===== config.mk =====
export PLATFORM = sky130hd
export DESIGN_NAME = fpio_fifo_flat
export DESIGN_NICKNAME = d
export VERILOG_FILES = /design/src/rtl/fpio_pkg.sv /design/src/rtl/fpio_fifo_if.sv /design/src/rtl/fpio_fifo_mem.sv /design/src/rtl/fpio_fifo.sv /design/src/flat_wrapper.sv
export SDC_FILE = /design/constraint.sdc
export NUM_CORES = 1
export LEC_CHECK = 0
export CAP_MARGIN = 20
export CORE_UTILIZATION = 49
export DETAILED_ROUTE_END_ITERATION = 10
export PLACE_DENSITY = 0.77
export SYNTH_ARGS = -nofsm -noshare
export SYNTH_HDL_FRONTEND = slang
export SYNTH_HIERARCHICAL = 1
export SYNTH_SLANG_ARGS = --single-unit

===== constraint.sdc =====
create_clock -name clock -period 2.8 [get_ports clock]
set_input_delay 0.56 -clock clock [delete_from_list [all_inputs] [get_ports clock]]
set_output_delay 0.56 -clock clock [all_outputs]
set_load 0.02 [all_outputs]

===== src/rtl/fpio_pkg.sv =====
// Shared definitions for fpio channel blocks: width helpers and
// configuration sanity functions used at elaboration time.
package fpio_pkg;

  // Width needed to hold an occupancy value in the range 0..depth.
  function automatic int fpio_cnt_width(input int depth);
    return $clog2(depth) + 1;
  endfunction

  // Storage depth must be a power of two so pointers wrap naturally.
  function automatic bit fpio_depth_ok(input int depth);
    return (depth >= 2) && ((depth & (depth - 1)) == 0);
  endfunction

  // Almost-full threshold must lie within 1..depth.
  function automatic bit fpio_afull_ok(input int depth, input int level);
    return (level >= 1) && (level <= depth);
  endfunction

endpackage


===== src/rtl/fpio_fifo_if.sv =====
// fpio valid/ready data channel: DAT qualified by DAT_v, accepted by DAT_r.
interface fpio_fifo_if #(
  parameter int DATA_WIDTH = 4
);
  logic [DATA_WIDTH-1:0] DAT;
  logic                  DAT_v;
  logic                  DAT_r;

  // Producer side drives data and valid; consumer side drives ready.
  modport master (output DAT, output DAT_v, input DAT_r);
  modport slave  (input DAT, input DAT_v, output DAT_r);
endinterface


===== src/rtl/fpio_fifo_mem.sv =====
// Storage array for fpio_fifo: synchronous write, asynchronous read, no reset.
module fpio_fifo_mem #(
  parameter int DATA_WIDTH = 4,
  parameter int DEPTH      = 4,
  parameter int ADDR_W     = $clog2(DEPTH)
) (
  input  logic                  clock,
  input  logic                  we,
  input  logic [ADDR_W-1:0]     waddr,
  input  logic [DATA_WIDTH-1:0] wdata,
  input  logic [ADDR_W-1:0]     raddr,
  output logic [DATA_WIDTH-1:0] rdata
);

  logic [DATA_WIDTH-1:0] store [DEPTH];

  // Write the addressed entry on an accepted push; contents are never cleared.
  always_ff @(posedge clock) begin
    if (we) store[waddr] <= wdata;
  end

  assign rdata = store[raddr];

endmodule


===== src/rtl/fpio_fifo.sv =====
// Parametrised fpio buffering stage: in-order FIFO between an fpio producer
// and consumer, with occupancy status. Input ready depends only on
// registered state and reset, never on the output ready.
module fpio_fifo
  import fpio_pkg::*;
#(
  parameter int DATA_WIDTH  = 4,
  parameter int DEPTH       = 4,
  parameter int AFULL_LEVEL = DEPTH - 1
) (
  input  logic                             clock,
  input  logic                             reset,
  fpio_fifo_if.slave                       in_ch,
  fpio_fifo_if.master                      out_ch,
  output logic [fpio_cnt_width(DEPTH)-1:0] count,
  output logic                             full,
  output logic                             empty,
  output logic                             afull
);

  localparam int PTR_W = $clog2(DEPTH);
  localparam int CNT_W = fpio_cnt_width(DEPTH);
  localparam logic [CNT_W-1:0] DEPTH_C = CNT_W'(DEPTH);
  localparam logic [CNT_W-1:0] AFULL_C = CNT_W'(AFULL_LEVEL);

  if (!fpio_depth_ok(DEPTH)) begin : g_bad_depth
    $error("fpio_fifo: DEPTH must be a power of 2 and >= 2");
  end
  if (!fpio_afull_ok(DEPTH, AFULL_LEVEL)) begin : g_bad_afull
    $error("fpio_fifo: AFULL_LEVEL must be within 1..DEPTH");
  end

  logic [PTR_W-1:0]      rd_ptr;
  logic [PTR_W-1:0]      wr_ptr;
  logic [CNT_W-1:0]      count_q;
  logic [DATA_WIDTH-1:0] rdata;
  logic                  push;
  logic                  pop;

  // Status decodes straight from the registered occupancy.
  assign full  = (count_q == DEPTH_C);
  assign empty = (count_q == '0);
  assign afull = (count_q >= AFULL_C);
  assign count = count_q;

  assign in_ch.DAT_r  = !full && !reset;
  assign out_ch.DAT_v = !empty;
  assign out_ch.DAT   = rdata;

  assign push = in_ch.DAT_v && in_ch.DAT_r;
  assign pop  = out_ch.DAT_v && out_ch.DAT_r;

  fpio_fifo_mem #(
    .DATA_WIDTH (DATA_WIDTH),
    .DEPTH      (DEPTH),
    .ADDR_W     (PTR_W)
  ) u_mem (
    .clock (clock),
    .we    (push),
    .waddr (wr_ptr),
    .wdata (in_ch.DAT),
    .raddr (rd_ptr),
    .rdata (rdata)
  );

  // Advance pointers on each transfer and track occupancy; reset empties the FIFO.
  always_ff @(posedge clock) begin
    if (reset) begin
      rd_ptr  <= '0;
      wr_ptr  <= '0;
      count_q <= '0;
    end else begin
      if (push) wr_ptr <= wr_ptr + PTR_W'(1);
      if (pop)  rd_ptr <= rd_ptr + PTR_W'(1);
      case ({push, pop})
        2'b10:   count_q <= count_q + CNT_W'(1);
        2'b01:   count_q <= count_q - CNT_W'(1);
        default: count_q <= count_q;
      endcase
    end
  end

endmodule


===== src/flat_wrapper.sv =====
// flat-port wrapper written by rule: the top's interface ports become plain ports
module fpio_fifo_flat import fpio_pkg::*;
#(
  parameter int DATA_WIDTH  = 4,
  parameter int DEPTH       = 4,
  parameter int AFULL_LEVEL = DEPTH - 1
)
  (clock, reset, count, full, empty, afull, in_ch_DAT, in_ch_DAT_v, in_ch_DAT_r, out_ch_DAT, out_ch_DAT_v, out_ch_DAT_r);
  fpio_fifo_if #(.DATA_WIDTH(DATA_WIDTH)) in_ch_i ();
  fpio_fifo_if #(.DATA_WIDTH(DATA_WIDTH)) out_ch_i ();
  input  logic clock;
  input  logic reset;
  output logic [fpio_cnt_width(DEPTH)-1:0] count;
  output logic full;
  output logic empty;
  output logic afull;
  input wire logic [$bits(in_ch_i.DAT)-1:0] in_ch_DAT;
  input wire logic [$bits(in_ch_i.DAT_v)-1:0] in_ch_DAT_v;
  output wire logic [$bits(in_ch_i.DAT_r)-1:0] in_ch_DAT_r;
  output wire logic [$bits(out_ch_i.DAT)-1:0] out_ch_DAT;
  output wire logic [$bits(out_ch_i.DAT_v)-1:0] out_ch_DAT_v;
  input wire logic [$bits(out_ch_i.DAT_r)-1:0] out_ch_DAT_r;
  assign in_ch_i.DAT = in_ch_DAT;
  assign in_ch_i.DAT_v = in_ch_DAT_v;
  assign in_ch_DAT_r = in_ch_i.DAT_r;
  assign out_ch_DAT = out_ch_i.DAT;
  assign out_ch_DAT_v = out_ch_i.DAT_v;
  assign out_ch_i.DAT_r = out_ch_DAT_r;
  fpio_fifo #(.DATA_WIDTH(DATA_WIDTH), .DEPTH(DEPTH), .AFULL_LEVEL(AFULL_LEVEL)) u_core (.clock(clock), .reset(reset), .in_ch(in_ch_i), .out_ch(out_ch_i), .count(count), .full(full), .empty(empty), .afull(afull));
endmodule

# == Yosys cells after proc, flatten, opt, wreduce, memory -nomap -nowiden ==
# Memory sizes are Yosys's and may differ from the RTL's. A register that Yosys moved wholly into a read port is not among the register bits.
# Cells that the tools add are included.
# totals
out_inout_bits,12
input_bits,8
mem_bits_rw,16
n_memories,1
regBits,7
word_cells,25
# op_classes
n_lt_le_gt_ge,1
n_mux,5
n_addsub,4
n_reduce_logical,8
n_eq_ne,3
# memory_table
memory,words,word_bits,rd,rd_ports_with_merged_regs,write_ports,line,text
u_core.u_mem.store,4,4,1,1,1,fpio_fifo_mem.sv:15,logic [DATA_WIDTH-1:0] store [DEPTH];
# op_table
op,count
3-bit one-hot mux with 2 select lines,1
2-bit by 1-bit adder with 2-bit output (second input constant),2
2-bit 2-to-1 mux,2
3-bit by 1-bit adder with 3-bit output (second input constant),1
3-bit equality test (second input constant),1
3-bit by 2-bit greater-or-equal comparator with 1-bit output (second input constant),1
1-bit logical AND,3
1-bit logical NOT,3
3-bit logical NOT,1
3-bit by 1-bit subtractor with 3-bit output (second input constant),1
2-bit by 1-bit equality test with 1-bit output (second input constant),1
2-bit equality test (second input constant),1
1-bit 2-to-1 mux,2
2-bit nonzero test,1

# == Longest topological paths before layout ==
# Gate-level depths: netlist of run 1.
# logic_depth
depth_word,6
depth_mapped,9
mapped_depth_nobuf,9

# == Hierarchy ==
# The synthesis of run 1 kept the hierarchy.
# by_module_without_submodules
mod,n_inst,area_per_inst_um2,cells_each,seq_area_each_um2
fpio_fifo_mem,1,616.8,24,480.5
fpio_fifo,1,379.1,45,140.1

# == Worst setup path before layout of run 1 ==
# OpenSTA, ideal clock, no wires.
# synth_path
path_type,flip-flop to flip-flop
startpoint,"register u_core.count_q[2], in the netlist u_core/count[2]"
endpoint,"register u_core.count_q[2], in the netlist u_core/count[2]"
setup_slack_ps,301
t_arrival_ps,2429
n_path_buf,0
setup_time_ps,70
required_ps,2730
stages_incl_launch_ff,10
period_less_slack_ps,2499
cell_sequence,dfxtp_1 -> nor3b_2 -> nand2b_1 -> or2_2 -> ha_1 -> inv_1 -> fa_1 -> xor2_1 -> or3_1 -> a21oi_1
# synth_between
elab_chain_cells,6
word_cells_on_any_way,13
classes_between,2 x add/sub; 3 x eq/ne; 1 x mux; 7 x reduce/logical
# synth_lines
element,line,text
from (decl),fpio_fifo.sv:35,logic [CNT_W-1:0] count_q;
from (signal assigned),fpio_fifo.sv:76,2'b10: count_q <= count_q + CNT_W'(1);
from (signal assigned),fpio_fifo.sv:77,2'b01: count_q <= count_q - CNT_W'(1);
from (signal assigned),fpio_fifo.sv:78,default: count_q <= count_q;
3-bit equality test *,fpio_fifo.sv:41,assign full = (count_q == DEPTH_C);
named net full,flat_wrapper.sv:14,output logic full;
1-bit logical NOT *,fpio_fifo.sv:46,assign in_ch.DAT_r = !full && !reset;
1-bit logical AND *,fpio_fifo.sv:46,
1-bit logical AND *,fpio_fifo.sv:50,assign push = in_ch.DAT_v && in_ch.DAT_r;
2-bit by 1-bit equality test with 1-bit output or 2-bit equality test (tied branches),fpio_fifo.sv:75,"case ({push, pop})"
3-bit one-hot mux with 2 select lines or 2-bit nonzero test (tied branches),-,
# Mark *: on every way through the listed nets, which the timed path passes. The rest lies on a longest branch.
# A chain may end at the register's enable or synchronous reset.

==> results of run 1 <==
[metrics by stage]
| stage | cell area (um2) | util [%] |
|---|---|---|
| final | 1250 | 68.5 |
| after CTS | 1250 | 68.5 |
| after global placement | 1220 | 67.1 |
| after detailed placement | 1220 | 67.1 |
| after floorplan | 996 | - |
| after global routing | 1250 | 68.5 |
[synthesized netlist by cell type]
cell	n
ha_1	1
a21o_2	1
nor2b_1	1
o31ai_1	1
and3_1	1
xor2_1	3
or3_1	3
nor3b_1	1
nor3b_2	1
o21ai_0	3
nand2_1	2
edfxtp_1	16
mux4_1	4
a21oi_1	4
and3b_1	2
or3_4	1
or2_2	1
clkbuf_1	1
fa_1	1
inv_1	4
mux2_1	1
dfxtp_1	7
nand2b_1	1
nor2_1	7
inv_2	1
[final cells by class]
cell class,instances,area [um2]
Sequential cell,23,621
Fill cell,137,573
Multi-Input combinational cell,40,353
Timing Repair Buffer,20,198
Tap cell,25,31.3
Clock buffer,4,26.3
Inverter,5,18.8
[critical path, delay by kind of cell (launching register included)]
family / cells / cell delay (ns)
flops: 1 / 0.52
buf+inv: 1 / 0.55
mux: 1 / 0.60
[where the power goes]
group / internal (W) / switching, W / leakage, nW
Sequential: 0.000402 / 0.0000550 / 0.203
Combinational: 0.000231 / 0.000211 / 0.230
Clock: 0.0000555 / 0.0000917 / 0.0150
[per-layer routing]
| metal | vias up | wire, um |
|---|---|---|
| met1 | 291 | 704 |
| li1 | 307 | - |
| met2 | 9 | 847 |
| met3 | 2 | 44 |
| met5 | - | 0 |
| met4 | 0 | 13 |
[logic make-up (layout without fill, tap and decap cells)]
group           after synthesis  count (layout)  synth area share, %
flops                        23              23                 62.3
simple gates                 21              21                 12.7
compound gates                9               9                 5.15
buf+inv                       6              29                 2.26
mux                           5               5                 11.7
xor+xnor                      3               3                 2.64
fa+ha+maj                     2               2                 3.27
[state kept, by name, summed over array words and instances, names as in the netlist]
register and flops:
u_core/count 3, u_core/wr_ptr 2, u_core/rd_ptr 2, u_core/u_mem/store 16
[final timing paths]
check / startpoint / end / depth (start not counted)
worst min register to register: u_core/wr_ptr[1]$_SDFFE_PP0P_ / u_core/wr_ptr[1]$_SDFFE_PP0P_ / 2
worst max-delay path: u_core/rd_ptr[0]$_SDFFE_PP0P_ / out_ch_DAT[1] / 2
worst min-delay path: u_core/wr_ptr[1]$_SDFFE_PP0P_ / u_core/wr_ptr[1]$_SDFFE_PP0P_ / 2
worst max register to register: u_core/count[2]$_SDFFE_PP0P_ / u_core/count[2]$_SDFFE_PP0P_ / 9
==> metrics.md, run 1 <==
| Metric | Value |
|---|---|
| Status | completed |
| Setup_tns | 0 ns |
| Worst-path clk slew | 0.12 ns |
| Syn nets | 79 |
| Grt total ovfl | 0 |
| CP Cell Sequence | mux4_1 > clkdlybuf4s50_1 |
| Row cnt | 15 |
| Reg-to-reg slack, setup | 0.41 ns |
| Setup Crit Path Kind | reg -> out |
| Syn Inst Count | 69 |
| Final Hold Viols | 0 |
| Static leakage | 0.448 nW |
| Vias in the first global route | 548 |
| Max Slew Vio Count | 0 |
| Global-route usage over all layers | 17.1% |
| Global-route wire length before repair | 2450 um |
| Clock Tree Buf Depth | 2 |
| Final Skew | 0.00867 ns |
| Final Cycle Share | 90.5% |
| Max cap viols | 0 |
| Fin crit period | 2.53 ns |
| Pwr Total | 0.00105 W |
| FF+latch count, synth | 23 |
| IO Pins | 20 |
| Die Width | 47.1 um |
| H-tree levels | 1 |
| Routing usage on met3 | 3.85% |
| Initial DRC count | 13 |
| Share of cells above drive strength 1 | 9.78% |
| Routed vias/inst | 5.21 |
| GRT busiest layer | met2 |
| Crit path arrival time | 1.97 ns |
| Yosys top cell area share | 48.2% |
| Worst-margin pin slew | 0.665 ns |
| # hold bufs at CTS | 0 |
| Core area | 1820 um2 |
| CP required | 2.24 ns |
| CTS tree | yes |
| Max incr delay on CP | 0.60 ns |
| Drt pass-1 iters | 4 |
| Post-DP HPWL | 1250 um |
| Vias post-DR | 609 |
| Unrepaired setup endpoints after global routing | no |
| CTS buffer count | 3 |
| Largest net degree at the start of global routing | 13 |
| Initial antenna violation count | 0 |
| Post-Route WL | 1610 um |
| Clock Sink Count | 23 |
| Fin cells | 117 |
| Worst hold slack | 0.550 ns |
| Post-cts sizing count | 0 |
| CTS Root Cell | clkbuf_4 |
| Dpl ws | 0.239 ns |
| Sequential share of the synthesized area | 62.3% |
| Final antenna diode count | 0 |
| Area grow syn2layout | 25.3% |
| Startpoint Class | flip-flop |
| Unique masters post-synth | 25 |
| Worst Hold Class | reg -> reg |
| Peak VDD IR | 635 uV |
| Max Fanout on Critical Path | 6 |
| Post-CTS setup repair buffer count | 0 |
| Chip Height | 47.1 um |
| Endpoints failing setup | 0 |
| Worst slew margin | 55.6% |
| Crit path capture type | primary output |
| Placed instance count | 113 |
| Post-Syn Area | 996 um2 |
| Routed Antenna Nets | 0 |
| Synth warnings | 6 |
| Starting density of the core | 54.7% |
| Port bufs | 19 |
| Worst skew pair latency | 0.30 ns |
| Final GP Congestion | 0.721 |
| Largest area contributor in the netlist | edfxtp_1 |
| Met2 Usage GRT | 29.2% |
| Highest Clock Rate | 395 MHz |
| Worst path slowest cell | mux4_1 |
| Most common cell after layout, fill and taps aside | clkdlybuf4s50_1 |
| Syn_area_per_cell | 14.4 um2 |
| Commonest non-fill, non-tap cells in the layout | 19 x clkdlybuf4s50_1, 16 x edfxtp_1, 7 x nor2_1, 7 x dfxtp_1 |
| Power per standard cell area | 838 nW/um2 |
| DRC errors left | 0 |
| Worst setup margin | 0.266 ns |
| Routing usage on met1 | 20.0% |
| Synth top area cells | edfxtp_1 48%, dfxtp_1 14%, mux4_1 11% |
| Wire per inst | 13.8 um |
| Die Area | 2220 um2 |
| Layout Nets | 103 |
(Power assumes the default switching activity.)
==> inputs of run 2 (changes only) <==
--- a/config.mk
+++ b/config.mk
@@ -6,9 +6,11 @@
 export NUM_CORES = 1
 export LEC_CHECK = 0
 export CAP_MARGIN = 20
-export CORE_UTILIZATION = 49
+export CORE_MARGIN = 2
+export CORE_UTILIZATION = 52
 export DETAILED_ROUTE_END_ITERATION = 10
-export PLACE_DENSITY = 0.77
+export PLACE_DENSITY = 0.81
+export SKIP_LAST_GASP = 1
 export SYNTH_ARGS = -nofsm -noshare
 export SYNTH_HDL_FRONTEND = slang
 export SYNTH_HIERARCHICAL = 1
==> constraint.sdc (replaced) <==
create_clock -name clock -period 3.29 [get_ports clock]
set_input_delay 0.658 -clock clock [delete_from_list [all_inputs] [get_ports clock]]
set_output_delay 0.658 -clock clock [all_outputs]
set_load 0.02 [all_outputs]
==> run 2 against run 1 <==
Net effect: critical path depth up 1; hold slack got worse by 0.0049 ns; clock skew down 0.0043 ns; count of clock-buffer cells in the layout unchanged; non-clock buffer count down 1; core utilization grew 1.8 points; worst setup slack better by 0.35 ns; cell area is 0.60% lower; sequential cell count is the same; register-to-register slack gained 0.49 ns; cell count fell by 0.85%; critical endpoint is now in_ch_DAT_r.
==> metrics.md, run 2 (synthesized netlist as in run 1, its figures left out) <==
| Metric | Value |
|---|---|
| Global-route wire length before repair | 2350 um (was 2450 um) |
| Hold path depth | 2 (unchanged) |
| Highest Clock Rate | 374 MHz |
| Max Slew Vio Count | 0 (unchanged) |
| Max Fanout on Critical Path | 11 (was 6) |
| Post-route cell area | 1240 um2 (was 1250 um2) |
| Die Area | 2280 um2 (was 2220 um2) |
| RR Endpoint | u_core/count[2]$_SDFFE_PP0P_ (unchanged) |
| Fin crit period | 2.67 ns |
| Post-cts sizing count | 0 (unchanged) |
| Reg-to-reg slack, setup | 0.90 ns (was 0.41 ns) |
| Static leakage | 0.443 nW (was 0.448 nW) |
| Setup_tns | 0 ns (unchanged) |
| Routed vias/inst | 5.26 (was 5.21) |
| Dpl ws | 0.461 ns (was 0.239 ns) |
| Clock Tree Buf Depth | 2 (unchanged) |
| # hold bufs at CTS | 0 (unchanged) |
| Port bufs | 19 (unchanged) |
| Area grow syn2layout | 24.5% (was 25.3%) |
| Endpoint, Worst Hold | u_core/wr_ptr[1]$_SDFFE_PP0P_ (unchanged) |
| Clock Sink Count | 23 (unchanged) |
| Unrepaired setup endpoints after global routing | no (unchanged) |
| Share of cells above drive strength 1 | 8.79% (was 9.78%) |
| R2R cell count | 9 (unchanged) |
| Initial DRC count | 6 (was 13) |
| Die Width | 47.8 um (was 47.1 um) |
| Drt pass-1 iters | 4 (unchanged) |
| Initial antenna violation count | 0 (unchanged) |
| Commonest non-fill, non-tap cells in the layout | 19 x clkdlybuf4s50_1, 16 x edfxtp_1, 7 x nor2_1, 7 x dfxtp_1 (unchanged) |
| Post-Route WL | 1610 um (about the same) |
| Hold Crit Start | u_core/wr_ptr[1]$_SDFFE_PP0P_ (unchanged) |
| IO Pins | 20 (unchanged) |
| Peak VDD IR | 381 uV (was 635 uV) |
| CTS tree | yes (unchanged) |
| H-tree levels | 1 (unchanged) |
| Most flops, register | u_core/u_mem/store (unchanged) |
| Placed cell area | 1210 um2 (was 1220 um2) |
| Worst Hold Class | reg -> reg (unchanged) |
| FILL cells | 148 (was 137) |
| Row cnt | 15 (unchanged) |
| Fin cells | 116 (was 117) |
| Vias in the first global route | 568 (was 548) |
| Max cap viols | 0 (unchanged) |
| Post-CTS setup repair buffer count | 0 (unchanged) |
| Routed Antenna Nets | 0 (unchanged) |
| Crit path arrival time | 2.02 ns (was 1.97 ns) |
| Worst R2R Start | u_core/count[2]$_SDFFE_PP0P_ (unchanged) |
| Post-DP HPWL | 1200 um (was 1250 um) |
| Wire per inst | 13.9 um (was 13.8 um) |
| CTS Root Cell | clkbuf_4 (unchanged) |
| Reg area | 621 um2 (unchanged) |
| Most common cell after layout, fill and taps aside | clkdlybuf4s50_1 (unchanged) |
| Layout Nets | 102 (was 103) |
| Max FFs per register | 16 (unchanged) |
| Crit path capture type | primary output (unchanged) |
| Endpoints failing setup | 0 (unchanged) |
| Core area | 1760 um2 (was 1820 um2) |
| Worst-path clk slew | 0.11 ns (was 0.12 ns) |
| Worst slew margin | 50.3% (was 55.6%) |
| Power per standard cell area | 714 nW/um2 (was 838 nW/um2) |
| Placed instance count | 112 (was 113) |
| Worst setup margin | 0.616 ns (was 0.266 ns) |
| DRC errors left | 0 (unchanged) |
| Final Skew | 0.00434 ns (was 0.00867 ns) |
| Status | completed (unchanged) |
| Worst skew pair latency | 0.29 ns (was 0.30 ns) |
| Final Hold Viols | 0 (unchanged) |
| Final GP Congestion | 0.745 (was 0.721) |
| Worst-margin pin slew | 0.744 ns (was 0.665 ns) |
| Global-route usage over all layers | 15.4% (was 17.1%) |
| Vias post-DR | 610 (was 609) |
| Setup Crit Path Kind | in -> out (was reg -> out) |
| Chip Height | 47.8 um (was 47.1 um) |
| Final Cycle Share | 81.3% |
| Startpoint Class | input port (was flip-flop) |
| CTS buffer count | 3 (unchanged) |
| Final antenna diode count | 0 (unchanged) |
| Largest net degree at the start of global routing | 13 (unchanged) |
| Starting density of the core | 56.5% (was 54.7%) |
| CP required | 2.63 ns (was 2.24 ns) |
| Grt total ovfl | 0 (unchanged) |
| Multi-input logic area | 353 um2 (unchanged) |
==> run 2: cell count changes in the layout (fill, tap and decap cells not counted), sizes merged <==
cell	delta
buf	-1
==> run 2: per-layer routing <==
layer | GRT usage (%) | vias to the layer above | wire length [um]
li1 | - | 303 | -
met2 | 29.6 | 13 | 880
met3 | 3.40 | 2 | 57
met4 | 4.86 | 0 | 15
met1 | 16.4 | 292 | 658
met5 | 0 | - | 0
==> run 2: stage by stage <==
step	total power [W]	hold WS (ns)	util, %
after global placement	0.000763	0.503	68.8
final	0.000885	0.545	70.3
after detailed placement	0.000770	0.527	68.8
after global routing	0.000935	0.573	70.3
after floorplan	0.000615	0.484	-
after CTS	0.000892	0.543	70.3
==> run 2: area by class of cell <==
type                            instances  area share, %
Clock buffer                            4           2.12
Inverter                                5           1.51
Multi-Input combinational cell         40           28.5
Sequential cell                        23           50.1
Tap cell                               25           2.52
Timing Repair Buffer                   19           15.3
==> run 2: where the power goes <==
group | switching, W | total, W | internal [W] | leakage (nW)
sequential | 0.0000471 | 0.000389 | 0.000342 | 0.203
combinational | 0.000179 | 0.000375 | 0.000196 | 0.225
clock | 0.0000740 | 0.000121 | 0.0000471 | 0.0150
==> run 2: worst max path at each step <==
stage                                       startpoint                           end  slack (ns)  cells past startpoint
after floorplan           u_core/count[2]$_SDFFE_PP0P_  u_core/count[2]$_SDFFE_PP0P_        0.79                      9
after global placement                           reset  u_core/count[2]$_SDFFE_PP0P_        0.56                      8
after detailed placement                         reset  u_core/count[2]$_SDFFE_PP0P_        0.46                      8
after CTS                                        reset                   in_ch_DAT_r        0.61                      3
after global routing                             reset                   in_ch_DAT_r        0.51                      3
final                                            reset                   in_ch_DAT_r        0.62                      3
==> run 2: critical path, stage by stage <==
cell	delay, ns
clkdlybuf4s50_1	0.58
nor2_1	0.16
clkdlybuf4s50_1	0.62
==> inputs of run 3 (changes only) <==
--- a/config.mk
+++ b/config.mk
@@ -7,9 +7,9 @@
 export LEC_CHECK = 0
 export CAP_MARGIN = 20
 export CORE_MARGIN = 2
-export CORE_UTILIZATION = 52
+export CORE_UTILIZATION = 49
 export DETAILED_ROUTE_END_ITERATION = 10
-export PLACE_DENSITY = 0.81
+export PLACE_DENSITY = 0.77
 export SKIP_LAST_GASP = 1
 export SYNTH_ARGS = -nofsm -noshare
 export SYNTH_HDL_FRONTEND = slang
==> constraint.sdc (replaced) <==
create_clock -name clock -period 2.6 [get_ports clock]
set_input_delay 0.52 -clock clock [delete_from_list [all_inputs] [get_ports clock]]
set_output_delay 0.52 -clock clock [all_outputs]
set_load 0.02 [all_outputs]
==> run 3 against run 2 <==
Net effect: cell area up 1.7%; sequential share of layout area down 0.84 points; clock power up 35%; global-route usage up 0.20 points; first-iteration DRC count up 130%; sequential cell count unchanged; critical path type is now reg -> out.
==> metrics.md, run 3 (synthesized netlist as in run 1, its figures left out) <==
| Metric | Value |
|---|---|
| Port bufs | 19 (unchanged) |
| Worst slew margin | 77.2% (was 50.3%) |
| Commonest non-fill, non-tap cells in the layout | 19 x clkdlybuf4s50_1, 16 x edfxtp_1, 7 x nor2_1, 7 x dfxtp_1 (unchanged) |
| Endpoints failing setup | 0 (unchanged) |
| CTS Root Cell | clkbuf_4 (unchanged) |
| Multi-input logic area | 353 um2 (unchanged) |
| Max Fanout on Critical Path | 6 (was 11) |
| Global-route usage over all layers | 15.6% (was 15.4%) |
| Worst path bufs/invs | 1 (was 2) |
| Max Slew Vio Count | 0 (unchanged) |
| Row cnt | 16 (was 15) |
| Highest Clock Rate | 396 MHz |
| Post-Route WL | 1710 um (was 1610 um) |
| Peak VDD IR | 544 uV (was 381 uV) |
| Final Hold Viols | 0 (unchanged) |
| Share of cells above drive strength 1 | 11.8% (was 8.79%) |
| Wire per inst | 14.2 um (was 13.9 um) |
| Clock Sink Count | 23 (unchanged) |
| Area grow syn2layout | 26.6% (was 24.5%) |
| Routing usage on met1 | 18.4% (was 16.4%) |
| Post-DP HPWL | 1310 um (was 1200 um) |
| Die Area | 2410 um2 (was 2280 um2) |
| Drt pass-1 iters | 4 (unchanged) |
| Max FFs per register | 16 (unchanged) |
| Clock Tree Buf Depth | 2 (unchanged) |
| Unrepaired setup endpoints after global routing | no (unchanged) |
| Worst skew pair latency | 0.30 ns (was 0.29 ns) |
| Status | completed (unchanged) |
| Die Width | 49.1 um (was 47.8 um) |
| Largest net degree at the start of global routing | 15 (was 13) |
| Power per standard cell area | 903 nW/um2 (was 714 nW/um2) |
| DRC errors left | 0 (unchanged) |
| CTS buffer count | 3 (unchanged) |
| FILL cells | 156 (was 148) |
| Reg area | 621 um2 (unchanged) |
| Setup_tns | 0 ns (unchanged) |
| Final antenna diode count | 0 (unchanged) |
| Setup Crit Path Kind | reg -> out (was in -> out) |
| Final core area utilization | 64.9% (was 70.3%) |
| Most common cell after layout, fill and taps aside | clkdlybuf4s50_1 (unchanged) |
| Initial DRC count | 14 (was 6) |
| Worst path slowest cell | mux4_1 (was clkdlybuf4s50_1) |
| Routing usage on met3 | 3.07% (was 3.40%) |
| Post-cts sizing count | 0 (unchanged) |
| Max incr delay on CP | 0.60 ns (was 0.62 ns) |
| IO Pins | 20 (unchanged) |
| Static leakage | 0.452 nW (was 0.443 nW) |
| Post-CTS setup repair buffer count | 0 (unchanged) |
| Fin crit period | 2.53 ns |
| Final Cycle Share | 97.2% |
| GRT busiest layer | met2 (unchanged) |
| Core area | 1940 um2 (was 1760 um2) |
| Routed vias/inst | 5.19 (was 5.26) |
| Max cap viols | 0 (unchanged) |
| Worst Hold Class | reg -> reg (unchanged) |
| Global-route wire length before repair | 2760 um (was 2350 um) |
| Crit path arrival time | 2.01 ns (was 2.02 ns) |
| Grt total ovfl | 0 (unchanged) |
| Vias post-DR | 623 (was 610) |
| Final Skew | 0.00107 ns (was 0.00434 ns) |
| CP required | 2.08 ns (was 2.63 ns) |
| Startpoint Class | flip-flop (was input port) |
| CTS tree | yes (unchanged) |
| H-tree levels | 1 (unchanged) |
| Worst-path clk slew | 0.12 ns (was 0.11 ns) |
| Routed Antenna Nets | 0 (unchanged) |
| Worst-margin pin slew | 0.339 ns (was 0.744 ns) |
| # hold bufs at CTS | 0 (unchanged) |
| Crit path capture type | primary output (unchanged) |
| Layout Nets | 104 (was 102) |
| Initial antenna violation count | 0 (unchanged) |
| Starting density of the core | 51.3% (was 56.5%) |
| Chip Height | 49.1 um (was 47.8 um) |
| Top Family by Delay on Critical Path | multiplexers (was buffers and inverters) |
| Met2 Usage GRT | 27.3% (was 29.6%) |
| CP Cell Sequence | mux4_1 > clkdlybuf4s50_1 (was clkdlybuf4s50_1 > nor2_1 > clkdlybuf4s50_1) |
| Final GP Congestion | 0.775 (was 0.745) |
| Most flops, register | u_core/u_mem/store (unchanged) |
| Vias in the first global route | 606 (was 568) |
-- run 3: cell types whose count changed in the layout (fill, tap and decap cells not counted) --
cell	previous run	this run
buf_4	0	2
clkbuf_1	1	0
clkinvlp_4	0	1
-- run 3: power by group --
group	internal [W]	switching, W	total [W]
logic	0.000252	0.000230	0.000482
registers	0.000433	0.0000605	0.000493
clock network	0.0000585	0.000105	0.000163
total	0.000743	0.000396	0.00114
-- run 3: layout make-up --
type | count | area share, %
flip-flops and latches | 23 | 49.2
multi-input cells | 40 | 28.0
repair buffers | 21 | 16.3
well taps | 27 | 2.68
clock buffers | 3 | 1.79
inverters | 5 | 1.49
clock inverters | 1 | 0.595
-- run 3: routing by layer --
metal	vias to the layer above	part of all wire (%)
li1	308	-
met4	0	1.3
met3	2	3.2
met1	303	43
met2	10	52
met5	-	0
-- run 3: worst register-to-register path, cell delays in order (launching register included) --
cell      delay (ns)
dfxtp_1         0.45
nor3b_2         0.32
nand2b_1        0.19
or2_2           0.12
ha_1            0.17
inv_1           0.06
fa_1            0.38
xor2_1          0.15
or3_1           0.31
a21oi_1         0.17
-- run 3: final timing paths --
check / slack [ns] / cells after the start / start / to
hold reg to reg: 0.57 / 2 / u_core/wr_ptr[1]$_SDFFE_PP0P_ / u_core/wr_ptr[1]$_SDFFE_PP0P_
hold / removal: 0.57 / 2 / u_core/wr_ptr[1]$_SDFFE_PP0P_ / u_core/wr_ptr[1]$_SDFFE_PP0P_
setup / recovery: 0.07 / 2 / u_core/rd_ptr[0]$_SDFFE_PP0P_ / out_ch_DAT[1]
setup reg to reg: 0.21 / 9 / u_core/count[2]$_SDFFE_PP0P_ / u_core/count[2]$_SDFFE_PP0P_
-- run 3: through the flow --
stage / hold WS [ns] / instance area [um2] / total power, W / setup slack, ns / instances
global route: 0.615 / 1260 / 0.00120 / 0.000298 / 120
finish: 0.573 / 1260 / 0.00114 / 0.0724 / 120
CTS: 0.579 / 1260 / 0.00115 / 0.0620 / 120
floorplan: 0.484 / 996 / 0.000778 / 0.101 / 69
global placement: 0.516 / 1230 / 0.000971 / 0.162 / 116
detailed placement: 0.562 / 1230 / 0.000985 / 0.0554 / 116
